**src/rtl/arbitro_rr.sv**
```systemverilog
// Round-robin arbiter moving words from 4 input FIFOs to 4 output FIFOs.
// Ports:
//   clk, reset              : clock and synchronous active-high reset
//   enable                  : arbitration allowed (from transaction FSM)
//   in_empty, in_data0..3   : input FIFO empty flags and FWFT head words
//   out_almost_full         : output FIFO almost-full flags (global stall)
//   pop_in                  : one-hot combinational pop strobe
//   push_out, data_out      : registered one-hot push strobe and word
//   grant, state            : last input served, FSM state
module arbitro_rr #(
   parameter int WORD_SIZE = 10,
   parameter int NUM_PORTS = 4
) (
   input  logic                 clk,
   input  logic                 reset,
   input  logic                 enable,
   input  logic [NUM_PORTS-1:0] in_empty,
   input  logic [WORD_SIZE-1:0] in_data0,
   input  logic [WORD_SIZE-1:0] in_data1,
   input  logic [WORD_SIZE-1:0] in_data2,
   input  logic [WORD_SIZE-1:0] in_data3,
   input  logic [NUM_PORTS-1:0] out_almost_full,
   output logic [NUM_PORTS-1:0] pop_in,
   output logic [NUM_PORTS-1:0] push_out,
   output logic [WORD_SIZE-1:0] data_out,
   output logic [1:0]           grant,
   output logic [1:0]           state
);

   typedef enum logic [1:0] {
      IDLE = 2'd0,
      RUN  = 2'd1,
      HOLD = 2'd2
   } state_e;

   state_e                 state_q, state_d;
   logic [1:0]             grant_q, grant_d;
   logic [WORD_SIZE-1:0]   data_q, data_d;
   logic [NUM_PORTS-1:0]   push_q, push_d;

   logic                   stall;
   logic                   eligible;
   logic                   found;
   logic [1:0]             sel;
   logic [1:0]             idx;
   logic [WORD_SIZE-1:0]   head;

   assign stall    = |out_almost_full;
   assign eligible = enable & ~stall & ~(&in_empty) & ~reset;

   // Search starts just after the last served port and wraps
   // around so the last served port has the lowest priority.
   always_comb begin
      sel   = grant_q;
      found = 1'b0;
      idx   = grant_q;
      for (int k = 1; k <= 4; k++) begin
         idx = grant_q + 2'(k);
         if (!found && !in_empty[idx]) begin
            sel   = idx;
            found = 1'b1;
         end
      end
   end

   always_comb begin
      head = '0;
      case (sel)
         2'd0: head = in_data0;
         2'd1: head = in_data1;
         2'd2: head = in_data2;
         2'd3: head = in_data3;
         default: head = '0;
      endcase
   end

   assign pop_in = eligible ? (NUM_PORTS'(1) << sel) : '0;

   always_comb begin
      state_d = state_q;
      grant_d = grant_q;
      data_d  = data_q;
      push_d  = '0;
      if (!enable) begin
         state_d = IDLE;
      end else if (stall) begin
         state_d = HOLD;
      end else begin
         state_d = RUN;
      end
      if (eligible) begin
         grant_d = sel;
         data_d  = head;
         push_d  = NUM_PORTS'(1) << head[WORD_SIZE-1 -: 2];
      end
   end

   always_ff @(posedge clk) begin
      if (reset) begin
         state_q <= IDLE;
         grant_q <= 2'd3;
         data_q  <= '0;
         push_q  <= '0;
      end else begin
         state_q <= state_d;
         grant_q <= grant_d;
         data_q  <= data_d;
         push_q  <= push_d;
      end
   end

   assign push_out = push_q;
   assign data_out = data_q;
   assign grant    = grant_q;
   assign state    = state_q;

endmodule

```
**config.mk**
```make
export PLATFORM = sky130hd
export DESIGN_NAME = arbitro_rr
export DESIGN_NICKNAME = d
export VERILOG_FILES = /design/src/rtl/arbitro_rr.sv
export SDC_FILE = /design/constraint.sdc
export NUM_CORES = 1
export LEC_CHECK = 0
export CAP_MARGIN = 20
export CORE_AREA = 2 2 47 49
export DETAILED_ROUTE_END_ITERATION = 8
export DIE_AREA = 0 0 49 51
export DONT_BUFFER_PORTS = 1
export PLACE_DENSITY_LB_ADDON = 0.1
export SYNTH_ARGS = -nofsm -noshare
export SYNTH_HDL_FRONTEND = slang
export SYNTH_SLANG_ARGS = --single-unit
```
**constraint.sdc**
```tcl
create_clock -name clk -period 3.5 [get_ports clk]
set_input_delay 0.525 -clock clk [delete_from_list [all_inputs] [get_ports clk]]
set_output_delay 0.525 -clock clk [all_outputs]
set_load 0.02 [all_outputs]
```
==> results by group <==
Status
  – Status: finished, final reports clean

Finish
  – Layout Utilization: 58.4%
  – Final #Nets: 173
  – Layout cell share with drive strength beyond 1: 29.2%
  – P&R area growth vs syn: 4.45%
  – Diode count: 0

Floorplan
  – Num ports: 73
  – Core ar.: 2060 um2
  – Die height: 51 um
  – Initial core utilization: 55.9%
  – Die Wd: 49 um
  – Die Area: 2500 um2
  – Site row count: 17

Placement
  – Port Buffer Count: 0
  – DP Worst Slack: 1.07 ns
  – RePlAce Congestion: 0.739
  – Hpwl dp: 1.80 mm

Global route
  – Largest net degree at the start of global routing: 31
  – Tot GR Track Use: 19.6%
  – First-pass GRT wire length: 3.80 mm
  – Number of global-route vias before repair: 851
  – GRT overflow: 0
  – Initial antenna violation count: 0

Critical path
  – FF-to-FF setup slack: 1.35 ns
  – Startpoint types: register
  – Worst setup EP type: primary output
  – Crit path required time: 2.97 ns
  – Worst reg2reg path depth: 6
  – FF-to-FF End: data_out[6]
  – Worst EP arrival: 2.13 ns
  – Crit path kind: register to primary output
  – R2R Path Start: grant[0]
  – CP max FO: 16

Min path
  – Min-delay src: reset
  – Hold Path Cell Cnt: 1
  – Hold/Removal Path Class: input port to register
  – Hold Path Sink: state[1]

Synth
  – Seq/Total Area, Yosys: 31.2%
  – Cells after Synth: 118
  – Synthesized area: 1150 um2
  – Total of warnings raised by yosys: 0
  – Netlist cell types: 28
  – Synthesis-stage register bit count: 18
  – Avg Cell Area, Syn: 9.78 um2
  – Syn_nets: 169

Pwr
  – Pwr Total: 396 uW
  – Sequential power share: 53.8%
  – Logic pwr share: 20.6%
  – Static leakage: 0.535 nW
  – Switching Share: 27.1%
  – Pwr dens: 329 nW/um2
  – Peak supply drop: 0.000250 V
  – Internal power: 289 uW
  – Net Sw Power: 107 uW
  – Clk pwr share: 25.6%

Timing
  – Period minus WS final: 2.65 ns
  – Layout Skew: 0.00496 ns
  – Hold slack: 0.315 ns
  – Pin slew with the least headroom to its limit: 0.640 ns
  – Setup_tns: 0 ns
  – Fin worst setup slack: 0.846 ns
  – RSZ-0062 raised after global routing: false
  – Final hold vios: 0
  – Relative slew slack: 56.4%
  – Fin. max-slew vios: 0
  – Tcrit/Tclk final: 75.8%
  – Setup violators final: 0
  – Fmax: 377 MHz

Routing
  – DR WL/cell: 16.1 um
  – Drt pass-1 iters: 4
  – Final ANT Viol Nets: 0
  – DRC errors left: 0
  – Vias per std cell: 6.09
  – Total Wirelength: 2.39 mm
  – DR iter-0 viols: 8
  – Routed via count: 902

Clock tree
  – CTS HTree Levels: 1
  – Clock-pin slew on the worst setup and hold paths: 0.09 ns
  – CTS Sinks: 18
  – Hold_buf cts: 0
  – Worst skew pair latency: 0.29 ns
  – CTS Root Cell: clkbuf_4
  – Num CTS Buffers: 3
  – Post-CTS setup buffers: 0
  – Maximum clock insertion buffer count: 2
  – Resized cells post-CTS: 0
  – CTS tree: done

Job
  – MaxCap Viol Count: 0
-- critical path, stage by stage (launching register included) --
cell	delay (ns)
dfxtp_1	0.61
o2bb2ai_2	0.12
mux2i_4	0.54
buf_4	0.33
nor3_1	0.06
buf_4	0.17
-- synth_stat cells --
cell / count / area, um2
mux2i_1: 20 / 200
dfxtp_1: 18 / 360
nand3_1: 17 / 85.1
mux2_2: 10 / 113
o21ai_2: 8 / 70.1
nor3_1: 6 / 30.0
inv_1: 3 / 11.3
nor3b_1: 3 / 22.5
o21ai_1: 3 / 15.0
a21oi_1: 2 / 10.0
buf_2: 2 / 10.0
buf_6: 2 / 22.5
clkbuf_1: 2 / 7.51
mux2_4: 2 / 30.0
nand2_1: 2 / 7.51
nor2_1: 2 / 7.51
nor2b_1: 2 / 12.5
o211ai_1: 2 / 15.0
o21ai_0: 2 / 10.0
o21ba_2: 2 / 20.0
a2bb2oi_2: 1 / 15.0
a41o_1: 1 / 10.0
and3_1: 1 / 6.26
buf_1: 1 / 3.75
buf_8: 1 / 15.0
mux2i_4: 1 / 22.5
nor4_1: 1 / 6.26
o2bb2ai_2: 1 / 15.0
-- sequential cells by signal (all words and copies together), names as in the netlist --
signal	cells
data_out	10
push_out	4
grant	2
state	2
-- cell usage in the layout (no fill, tap or decap) --
master,netlist,final
mux2i_1,20,20
and3_1,1,1
nor2b_1,2,2
nor3b_1,3,3
dfxtp_1,18,18
inv_1,3,3
o21ai_1,3,3
o2bb2ai_2,1,1
mux2i_4,1,1
o21ai_2,8,8
nor4_1,1,1
nand2_1,2,2
a21oi_1,2,2
nor3_1,6,6
clkbuf_4,0,3
o21ai_0,2,2
nand3_1,17,17
a2bb2oi_2,1,1
nor2_1,2,2
mux2_4,2,2
buf_4,0,7
a41o_1,1,1
o21ba_2,2,2
mux2_2,10,10
o211ai_1,2,2
-- worst max-delay path by stage --
stage | from | end | slack (ns)
global route | grant[0] | pop_in[3] | 0.69
global placement | out_almost_full[1] | pop_in[1] | 1.10
floorplan | out_almost_full[1] | pop_in[0] | 0.99
CTS | grant[0] | pop_in[3] | 0.83
detailed placement | out_almost_full[1] | pop_in[1] | 1.07
finish | grant[0] | pop_in[3] | 0.85
-- metal layers --
| layer | GRT usage, % | vias to the layer above | share of wire (%) | wire length [um] |
|---|---|---|---|---|
| met5 | 0 | - | 0 | 0 |
| met4 | 10.0 | 0 | 1.8 | 43 |
| met3 | 5.26 | 6 | 7.5 | 178 |
| met2 | 33.8 | 37 | 51 | 1220 |
| met1 | 22.4 | 415 | 40 | 946 |
| li1 | - | 444 | - | - |
-- kinds of logic after synthesis --
group | Yosys count | share of synthesized area [%]
flip-flops | 18 | 31.2
buffers and inverters | 11 | 6.07
multiplexers | 33 | 31.7
AND/OR/NAND/NOR | 34 | 15.4
AO/OA/AOI/OAI | 22 | 15.6
-- metrics by stage --
| stage | instance area (um2) | instances |
|---|---|---|
| floorplan | 1150 | 118 |
| global placement | 1180 | 145 |
| detailed placement | 1180 | 145 |
| CTS | 1200 | 148 |
| global route | 1200 | 148 |
| finish | 1200 | 148 |
-- power groups by stage --
stage | registers, mW | logic, mW | clock network [mW]
2_1_floorplan | 0.217 | 0.0758 | 0
3_3_place_gp | 0.218 | 0.0792 | 0
3_5_place_dp | 0.218 | 0.0818 | 0
4_1_cts | 0.213 | 0.0821 | 0.104
5_1_grt | 0.214 | 0.0894 | 0.113
6_report | 0.213 | 0.0815 | 0.101
-- final cells by class --
class / instances / area (um2)
fill: 200 / 858
multi-input combinational: 89 / 723
sequential: 18 / 360
timing repair buffer: 7 / 52.6
tap: 28 / 35.0
clock buffer: 3 / 22.5
inverter: 3 / 11.3
(Power assumes the default switching activity.)
